$ cat config.mk
export PLATFORM = sky130hd
export DESIGN_NAME = alu_arbiter
export DESIGN_NICKNAME = d
export VERILOG_FILES = /design/src/rtl/alu_arbiter.sv
export SDC_FILE = /design/constraint.sdc
export NUM_CORES = 1
export LEC_CHECK = 0
export ABC_AREA = 1
export CORE_MARGIN = 3
export CORE_UTILIZATION = 25
export DETAILED_ROUTE_END_ITERATION = 7
export GPL_TIMING_DRIVEN = 0
export PLACE_DENSITY_LB_ADDON = 0.1
export SLEW_MARGIN = 20
export SYNTH_ARGS = -nofsm -noshare
export SYNTH_HDL_FRONTEND = slang
export SYNTH_SLANG_ARGS = --single-unit
$ cat constraint.sdc
create_clock -name clk_i -period 1.1 [get_ports clk_i]
set_clock_uncertainty 0.2 [all_clocks]
set_input_delay 0.11 -clock clk_i [delete_from_list [all_inputs] [get_ports clk_i]]
set_output_delay 0.11 -clock clk_i [all_outputs]
set_load 0.02 [all_outputs]
$ cat src/rtl/alu_arbiter.sv
// Round-robin arbiter sharing one combinational 8-bit ALU between NUM_REQ
// requesters, with a one-entry registered response returned to the issuer.

package cpu_common;
  typedef enum logic [3:0] {
    ALU_ADD = 4'd0,
    ALU_SUB = 4'd1,
    ALU_AND = 4'd2,
    ALU_OR  = 4'd3,
    ALU_XOR = 4'd4,
    ALU_SL  = 4'd5,
    ALU_SR  = 4'd6,
    ALU_MUL = 4'd7
  } alu_operation_t;

  typedef enum logic [0:0] {
    ALU_RX  = 1'b0,
    ALU_IMM = 1'b1
  } alu_operand_t;
endpackage

module alu_arbiter_sva #(
  parameter int NUM_REQ = 2,
  parameter int IW      = 1
) (
  input logic               clk_i,
  input logic               rst_i,
  input logic [NUM_REQ-1:0] req_valid_i,
  input logic [NUM_REQ-1:0] req_ready_i,
  input logic [NUM_REQ-1:0] rsp_valid_i,
  input logic [NUM_REQ-1:0] rsp_ready_i,
  input logic               full_i,
  input logic [IW-1:0]      owner_i
);
  a_rsp_valid_onehot0: assert property (@(posedge clk_i) disable iff (rst_i)
    $onehot0(rsp_valid_i));

  a_req_ready_onehot0: assert property (@(posedge clk_i) disable iff (rst_i)
    $onehot0(req_ready_i));

  a_no_overwrite: assert property (@(posedge clk_i) disable iff (rst_i)
    (full_i && (|(req_valid_i & req_ready_i))) |-> rsp_ready_i[owner_i]);
endmodule

module alu_arbiter #(
  parameter int NUM_REQ = 2
) (
  input  logic                                     clk_i,
  input  logic                                     rst_i,
  input  logic [NUM_REQ-1:0]                       req_valid_i,
  output logic [NUM_REQ-1:0]                       req_ready_o,
  input  cpu_common::alu_operation_t [NUM_REQ-1:0] req_operation_i,
  input  logic [NUM_REQ-1:0][7:0]                  req_a_i,
  input  logic [NUM_REQ-1:0][7:0]                  req_b_i,
  output logic [NUM_REQ-1:0]                       rsp_valid_o,
  input  logic [NUM_REQ-1:0]                       rsp_ready_i,
  output logic [7:0]                               rsp_data_o,
  output cpu_common::alu_operation_t               alu_operation_o,
  output cpu_common::alu_operand_t                 alu_operand_o,
  output logic [7:0]                               alu_r0_o,
  output logic [7:0]                               alu_rx_o,
  output logic [7:0]                               alu_immediate_o,
  input  logic [7:0]                               alu_result_i
);

  localparam int            IW       = $clog2(NUM_REQ);
  localparam logic [IW-1:0] LAST_IDX = IW'(NUM_REQ - 1);
  localparam logic [0:0]    EMPTY    = 1'b0;
  localparam logic [0:0]    FULL     = 1'b1;

  logic [0:0]    state_q, state_d;
  logic [IW-1:0] owner_q, owner_d;
  logic [IW-1:0] last_q, last_d;
  logic [7:0]    data_q, data_d;

  logic [IW:0]   pick_s;
  logic          found_s;
  logic [IW-1:0] winner_s;
  logic          can_issue_s;
  logic          accept_s;
  logic          drain_s;

  // Returns {found, index} of the first valid requester after 'last', wrapping.
  function automatic logic [IW:0] rr_pick(input logic [NUM_REQ-1:0] valid,
                                          input logic [IW-1:0]      last);
    logic [IW:0]   pick;
    logic [IW-1:0] idx;
    pick = '0;
    idx  = last;
    for (int k = 0; k < NUM_REQ; k++) begin
      idx = (idx == LAST_IDX) ? '0 : idx + IW'(1);
      if (!pick[IW] && valid[idx]) begin
        pick = {1'b1, idx};
      end
    end
    return pick;
  endfunction

  // Round-robin winner and the grant it receives when the response slot is free.
  always_comb begin
    pick_s      = rr_pick(req_valid_i, last_q);
    found_s     = pick_s[IW];
    winner_s    = pick_s[IW-1:0];
    can_issue_s = (state_q == EMPTY) || rsp_ready_i[owner_q];
    drain_s     = (state_q == FULL) && rsp_ready_i[owner_q];
    req_ready_o = '0;
    if (rst_i) begin
      req_ready_o = '0;
    end else if (found_s) begin
      req_ready_o[winner_s] = can_issue_s;
    end else begin
      req_ready_o = '0;
    end
    accept_s = |(req_valid_i & req_ready_o);
  end

  // ALU drive: winner payload, or a benign ADD of zeros when nobody requests.
  always_comb begin
    alu_operand_o   = cpu_common::ALU_RX;
    alu_immediate_o = 8'h00;
    alu_operation_o = cpu_common::ALU_ADD;
    alu_r0_o        = 8'h00;
    alu_rx_o        = 8'h00;
    if (found_s) begin
      alu_operation_o = req_operation_i[winner_s];
      alu_r0_o        = req_a_i[winner_s];
      alu_rx_o        = req_b_i[winner_s];
    end else begin
      alu_operation_o = cpu_common::ALU_ADD;
    end
  end

  // Response slot FSM: an accept refills it even while the old result drains.
  always_comb begin
    state_d = state_q;
    owner_d = owner_q;
    last_d  = last_q;
    data_d  = data_q;
    case (state_q)
      EMPTY, FULL: begin
        if (accept_s) begin
          state_d = FULL;
          owner_d = winner_s;
          last_d  = winner_s;
          data_d  = alu_result_i;
        end else if (drain_s) begin
          state_d = EMPTY;
        end else begin
          state_d = state_q;
        end
      end
      default: state_d = EMPTY;
    endcase
  end

  // State registers with synchronous reset; priority restarts at requester 0.
  always_ff @(posedge clk_i) begin
    if (rst_i) begin
      state_q <= EMPTY;
      owner_q <= '0;
      last_q  <= LAST_IDX;
      data_q  <= 8'h00;
    end else begin
      state_q <= state_d;
      owner_q <= owner_d;
      last_q  <= last_d;
      data_q  <= data_d;
    end
  end

  // One-hot response valid decoded from the registered owner.
  always_comb begin
    rsp_valid_o = '0;
    for (int i = 0; i < NUM_REQ; i++) begin
      rsp_valid_o[i] = (state_q == FULL) && (owner_q == IW'(i));
    end
  end

  assign rsp_data_o = data_q;

  alu_arbiter_sva #(
    .NUM_REQ (NUM_REQ),
    .IW      (IW)
  ) u_sva (
    .clk_i       (clk_i),
    .rst_i       (rst_i),
    .req_valid_i (req_valid_i),
    .req_ready_i (req_ready_o),
    .rsp_valid_i (rsp_valid_o),
    .rsp_ready_i (rsp_ready_i),
    .full_i      (state_q == FULL),
    .owner_i     (owner_q)
  );

endmodule

# == After elaboration in Yosys (flattened, before gate mapping) ==
# Index checks and enable logic that the tools add are counted.
# op_classes
addsub,2
order_cmp,5
n_mux,25
bitwise,4
n_reduce_logical,9
# op_table
operator,count
$mux 8,6
$mux 4,3
$mux 1,11
$lt 1x2->1 const B,4
$mux 2,4
$logic_and 1x1->1,5
$and 2x2->2,2
$add 1x1->1 const B,2
$not 1->1,2
$reduce_bool 2->1,1
$reduce_or 2->1,1
$demux 1 s1,1
$ge 1x1->1 const B,1
$logic_not 1->1,1
$logic_or 1x1->1,1
# totals
regBits,11
input_bits,54
output_inout_bits,41
word_cells,49

# == Longest topological paths before layout ==
# Gate-level depths: netlist of run 1.
# logic_depth
depth_word,18
ltp_mapped,8
ltp_nobuf,7

# == Worst setup path after synthesis of run 1 ==
# No wires, ideal clock.
# synth_timing
kind,reg-to-output
from,register last_q
to,output alu_operation_o[0]
arrival_time_ns,0.962
required_time_ns,0.790
slack_ns,-0.172
stages_incl_launch_ff,5
n_path_buf,1
path_cell_list,dfxtp_1 a21oi_2 buf_2 nand2_1 o21ai_1
# synth_between
elab_chain_len,11
word_cells_on_any_way,15
cone_classes,2 x add/sub; 11 x mux; 2 x reduce/logical
# synth_rtl
item,line,text
from (decl),73,"logic [IW-1:0] last_q, last_d;"
from (signal assigned),166,last_q <= last_d;
$add 1x1->1,91,idx = (idx == LAST_IDX) ? '0 : idx + IW'(1);
$mux 1 (*),91,
$add 1x1->1 / $mux 1 (equally long branches),"91, 92",
$mux 1 (on tied branches),"91, 92",
$mux 1 (implied by the code) / $mux 2 (equally long branches),92,if (!pick[IW] && valid[idx]) begin
$mux 1 (implied by the code) / $logic_not 1->1 (equally long branches),92,
$logic_and 1x1->1,92,
$mux 2 (*),92,
$mux 4 (implied by the code) (2 in series),125,alu_operation_o = req_operation_i[winner_s];
$mux 4 (*),124,if (found_s) begin
to (decl),58,"output cpu_common::alu_operation_t alu_operation_o,"
# Every way passes the cells marked *; elsewhere a longest branch is shown, timed or not. The select of a mux whose other input is x is not followed.

# == Final worst setup path of run 1 ==
# layout_timing
from,register last_q
to,output alu_r0_o[6]
# layout_between
elab_chain_len,11
word_cells_on_any_way,15
cone_classes,2 x add/sub; 11 x mux; 2 x reduce/logical
# layout_rtl
item,line,text
$add 1x1->1,91,
$mux 1 (*),91,
$add 1x1->1 / $mux 1 (equally long branches),"91, 92",
$mux 1 (on tied branches),"91, 92",
$mux 1 (implied by the code) / $mux 2 (equally long branches),92,
$mux 1 (implied by the code) / $logic_not 1->1 (equally long branches),92,
$logic_and 1x1->1,92,
$mux 2 (*),92,
$mux 8 (implied by the code) (2 in series),126,alu_r0_o = req_a_i[winner_s];
$mux 8 (*),124,
to (decl),60,"output logic [7:0] alu_r0_o,"
# Marked as above.

==> metrics.txt, run 1 <==
status=complete, but fails checks; failing checks=negative setup slack; DP HPWL=2420 um; Iteration-0 DRC Markers=34; cell row count=20; Fill cells=307; CP Launch Type=register; Initial Util=27.4%; die area=4260 um2; final worst setup slack=-0.498 ns; Via density=4.13; mean post-synth cell area=5.67 um2; Synth area leader=nand2_1; Diodes inserted=0; CP max FO=5; Global Route Usage Sum=14.9%; GPL Wtd Cong=0.663; period utilisation layout=145%; Residual DRC=0; routed via count=1264; largest family of logic cells by synthesized area=simple AND/OR/NAND/NOR gates; post-layout min period=1.60 ns; Post-Synth Simple-Gate Area=41.0%; Detailed Route WL=3290 um; chip width=65.3 um; total gr overflow=0; Die Y=65.3 um; drt wl/cell=10.7 um; antenna violations before repair=0; Final Hold Vio Count=0; Synth async-reset ratio=0%; Power Dens Cells=784 nW/um2; RSZ-0062 raised after global routing=yes; Worst-Skew Late Latency=0.27 ns; critical path class=reg -> out; Final Net Count=317; flop-to-flop setup slack=-0.20 ns; crit end category=output port; worst vdd ir=359 uV; yosys warns=0; post-synthesis compound-gate area fraction=13.5%; synth top area cells=nand2_1 26%, dfxtp_1 25%, o21ai_1 11%; Post-Synth Adder-Cell Area=0%; EDFF count, synth=0; CP arrival=1.29 ns; dpl ws=-1.16 ns; Main synth FF type=dfxtp_1; Leak Pwr=1.10 nW; post-synthesis cell count=155; final setup fails=34; vias in the first global route=1233; top-count cell post-synth=nand2_1; Clock Sinks=11; CTS tree=built; post-route ant nets=0; area of the multi-input gates=736 um2; root buffer cell=clkbuf_4; HP Class=in -> reg; share of layout cells above drive strength 1=50.8%; largest net degree at the start of global routing=11; clock-pin slew on the worst setup and hold paths=0.07 ns; Reg area=230 um2; clock buffer depth=2; IO Pins=95; Synth top area share=26.1%; Syn-to-layout area delta=157%; XOR/XNOR Fraction of Synth Area=0%; Slew Limit Fails=0; Core Area=3200 um2; Final Util=70.4%; CP required=0.79 ns; Post-Syn Area=878 um2; highest clock rate=0.626 GHz; total CTS buffers=3; first-pass GRT wire length=5120 um; register bit count reported by yosys=11; Distinct cells, synth=18; Synth top cells by count=61 x nand2_1, 20 x o21ai_1, 18 x nor2_1, 14 x inv_1, 11 x dfxtp_1; max-cap violation count=0; IO buf count=85; first-pass iteration count of the detailed router=4; portion of netlist area occupied by mux cells=0%; Seq/Total Area, Yosys=25.1%; H-tree levels=1
==> registers in the layout (all words and copies together), names as in the netlist <==
signal / flops
rsp_data_o: 8
last_q: 1
owner_q: 1
state_q: 1
==> cell families (layout without fill, tap and decap cells) <==
logic type	Yosys count	count (layout)
AOI/OAI and AO/OA	23	23
and+or+nand+nor	86	86
buffers and inverters	34	133
DFF	11	11
other	1	9
==> per-stage QoR <==
step	total power [mW]	setup TNS (ns)	std cells	cell area, um2	hold slack [ns]
2_1_floorplan	0.892	-2.12	163	997	-0.0209
3_3_place_gp	1.31	-31.25	292	1900	0.270
3_5_place_dp	1.32	-31.53	292	1900	0.273
4_1_cts	1.69	-12.70	305	2100	0.220
5_1_grt	1.86	-15.13	306	2250	0.144
6_report	1.77	-12.92	306	2250	0.113
==> cells in the final DEF, fill, tap and decap left out, types with 2 or more instances in the layout <==
cell type / Yosys / final
buf_6: 1 / 32
nor2_2: 0 / 5
buf_8: 0 / 4
a21oi_1: 2 / 2
nand2_1: 61 / 35
dfxtp_1: 11 / 7
dfxtp_4: 0 / 2
dfxtp_2: 0 / 2
nor2_1: 18 / 11
inv_1: 14 / 9
o21ai_2: 0 / 19
buf_2: 5 / 3
conb_1: 1 / 9
buf_12: 0 / 2
nand2_4: 0 / 7
nand3_4: 2 / 2
nand2_2: 2 / 21
clkbuf_4: 0 / 5
clkdlybuf4s50_1: 0 / 51
inv_2: 2 / 7
nor2_4: 0 / 2
buf_4: 9 / 16
==> layer usage <==
layer | GRT usage (%) | part of all wire (%) | vias up
li1 | - | - | 669
met1 | 15.8 | 37 | 531
met2 | 26.7 | 50 | 61
met3 | 5.47 | 12 | 3
met4 | 5.44 | 0.79 | 0
met5 | 0 | 0 | -
==> cell type report <==
| class | count | area share [%] |
|---|---|---|
| Multi-Input combinational cell | 118 | 32.6 |
| Inverter | 17 | 2.89 |
| Sequential cell | 11 | 10.2 |
| Clock buffer | 4 | 1.17 |
| Buffer | 17 | 7.38 |
| Timing Repair Buffer | 95 | 43.3 |
| Tap cell | 44 | 2.44 |
==> what timing repair did <==
| action | in CTS | in global routing |
|---|---|---|
| resized for setup | 214 | 48 |
| setup endpoints to repair | 42 | 39 |
| pin swaps | 3 | 6 |
| setup buffers | 6 | 1 |
| cloned | 3 | 0 |
| hold buffers | 0 | 0 |
==> critical path, cell delays in order, from the launching register on <==
cell,delay (ns)
dfxtp_2,0.33
a21oi_4,0.17
buf_12,0.14
buf_8,0.13
nand2_2,0.06
o21ai_2,0.06
buf_6,0.13
==> final timing paths <==
| path | start | endpoint | cells past startpoint |
|---|---|---|---|
| max reg2reg | owner_q | rsp_data_o[2] | 7 |
| max | last_q | alu_r0_o[6] | 6 |
| min reg2reg | last_q | last_q | 2 |
| min | req_valid_i[1] | state_q | 5 |
==> power by group <==
part | switching [mW] | leakage [nW] | internal (mW)
sequential | 0.0223 | 0.0923 | 0.431
clock | 0.140 | 0.0150 | 0.141
combinational | 0.480 | 0.988 | 0.553
Power figures use the tool's default switching activity.
==> run 2: changes to the inputs <==
CAP_MARGIN = 20   (was not set)
==> results of run 2 <==
No change in the layout: final DEF, timing and power equal those of run 1.
==> run 3: changes to the inputs <==
CORE_ASPECT_RATIO = 1.25   (was not set)
==> run 3 against run 2 <==
Global-route usage rose by 0.97 points; total power rose by 7.0%; maximum frequency rose by 0.83%; first-iteration DRC count fell by 38%; cell area rose by 0.61%; largest power group unchanged; sequential cell count did not move; clock-buffer cell count did not move; the flow still finishes with violations (negative setup slack); core utilization fell by 1.2 points; combinational power barely moved; sequential share of layout area fell by 0.12 points; critical path type unchanged.
==> metrics.txt, run 3 (synthesis results as in run 1) <==
Worst-Skew Late Latency=0.24 ns; sw power=0.655 mW; chip width=59.0 um; CP top delay family=buffers and inverters; post-route cell area=2270 um2; CP arrival=1.28 ns; Detailed Route WL=3470 um; Clk pwr share=21.2%; Clock Sinks=11; most common cell after layout, fill and taps aside=clkdlybuf4s50_1; Critical Path, Cell by Cell=a21oi_4 > buf_6 > clkbuf_16 > nand2_1 > o21ai_2 > buf_6; first-pass GRT wire length=5380 um; clock buffer depth=2; routed via count=1283; Post-DP Area=1890 um2; final setup fails=34; highest clock rate=0.631 GHz; failing checks=negative setup slack; Power Dens Cells=833 nW/um2; Final Net Count=321; clock-pin slew on the worst setup and hold paths=0.05 ns; Initial Util=26.8%; crit-path max cell delay=0.33 ns; H-tree levels=1; Worst R2R End=rsp_data_o[2]; HP Class=in -> reg; commonest cells after routing, fill and taps aside=50 x clkdlybuf4s50_1, 41 x nand2_1, 37 x buf_6, 19 x nand2_2, 19 x o21ai_2; Final Hold Vio Count=0; Most common cell on crit path=buf_6; Crit path buffers/inverters=3; Setup TNS=-12.87 ns; Core Area=3280 um2; Critical-path top delay cell=dfxtp_2; die area=4270 um2; IO buf count=85; period utilisation layout=144%; Syn-to-layout area delta=158%; crit end category=output port; stages on the worst setup path=6; r2r startpoint=owner_q; Power Total=1.89 mW; CP required=0.79 ns; flop-to-flop setup slack=-0.31 ns; CP max FO=5; hold path endpoint=state_q; post-route ant nets=0; DP HPWL=2450 um; Via density=4.23; Fill cells=299; Logic pwr share=54.9%; post-layout min period=1.59 ns; worst-case reg-to-reg path depth=9; max-cap violation count=0; CP Launch Type=register; Slew Limit Fails=0; max reg flops=8; Global Route Usage Sum=15.8%; Leak Pwr=1.09 nW; worst vdd ir=971 uV; Diodes inserted=0; cell row count=23; IO Pins=95; status=complete, but fails checks; internal power=1.24 mW; Residual DRC=0; CTS hold repair buffers=0; worst hold path depth=2; Die Y=72.3 um; total gr overflow=0; GPL Wtd Cong=0.650; share of power burned in registers=23.9%; drt wl/cell=11.4 um; antenna violations before repair=0; CTS tree=built; hold_sp=rst_i; total CTS buffers=3; RSZ-0062 raised after global routing=yes; critical path class=reg -> out; vias in the first global route=1230; largest net degree at the start of global routing=11; share of layout cells above drive strength 1=50.0%; Sw Share=34.7%; root buffer cell=clkbuf_8; final worst setup slack=-0.485 ns; first-pass iteration count of the detailed router=4; Iteration-0 DRC Markers=21
[run 3: cell count changes in the layout (fill, tap and decap cells not counted), moves of 4 or more]
cell / previous run / this run
nand2_4: 7 / 3
buf_2: 3 / 8
nand2_1: 35 / 41
clkbuf_4: 5 / 0
buf_6: 32 / 37
[run 3: worst reg2reg max path, cell delays in order (launching register included)]
cell	delay, ns
dfxtp_4	0.35
inv_2	0.06
nand2_2	0.05
nand3_4	0.09
buf_6	0.11
nand3_4	0.11
buf_6	0.17
nand2_2	0.05
nand2_1	0.04
nor2_1	0.10
[run 3: final cells by class]
class / instances / area, um2 / area share (%)
timing repair buffer: 99 / 997 / 44.0
multi-input combinational: 118 / 737 / 32.5
sequential: 11 / 229 / 10.1
buffer: 17 / 149 / 6.56
inverter: 17 / 65.1 / 2.87
tap: 37 / 46.3 / 2.04
clock buffer: 4 / 45.0 / 1.99
[run 3: worst max-delay path by stage]
stage / startpoint / end / slack [ns]
final: last_q / alu_rx_o[5] / -0.49
after global routing: last_q / alu_operation_o[3] / -0.54
after CTS: last_q / alu_r0_o[4] / -0.49
after detailed placement: req_valid_i[0] / alu_operation_o[0] / -1.17
after global placement: req_valid_i[0] / alu_operation_o[0] / -1.18
after floorplan: owner_q / rsp_data_o[2] / -0.08
[run 3: metal layers]
layer | wire, um | GRT usage (%) | up-vias
met1 | 1280 | 17.7 | 542
met2 | 1730 | 26.9 | 64
met3 | 426 | 6.94 | 4
met4 | 29 | 4.53 | 0
met5 | 0 | 0 | -
li1 | - | - | 673
[run 3: power groups by stage]
stage               Combinational (mW)  Clock [mW]  Sequential (mW)
finish                            1.04       0.401            0.452
global route                      1.11       0.434            0.456
CTS                              0.958       0.411            0.455
detailed placement               0.858           0            0.461
global placement                 0.857           0            0.459
floorplan                        0.403           0            0.489
[run 3: through the flow]
step	worst slack, ns	utilization (%)	std cells	hold slack (ns)
after floorplan	-0.0820	-	163	-0.0209
after global placement	-1.18	57.7	285	0.263
after detailed placement	-1.17	57.7	285	0.269
after CTS	-0.488	64.1	298	0.0145
after global routing	-0.541	69.1	303	0.0987
final	-0.485	69.1	303	0.0671
[run 3: what timing repair did]
| item | in CTS | in global routing |
|---|---|---|
| buffers inserted | 7 | 4 |
| resized for setup | 217 | 32 |
| cloned | 2 | 1 |
| pin swaps | 2 | 7 |
| endpoints found under the setup margin | 42 | 34 |
| hold endpoints to repair | 0 | 0 |
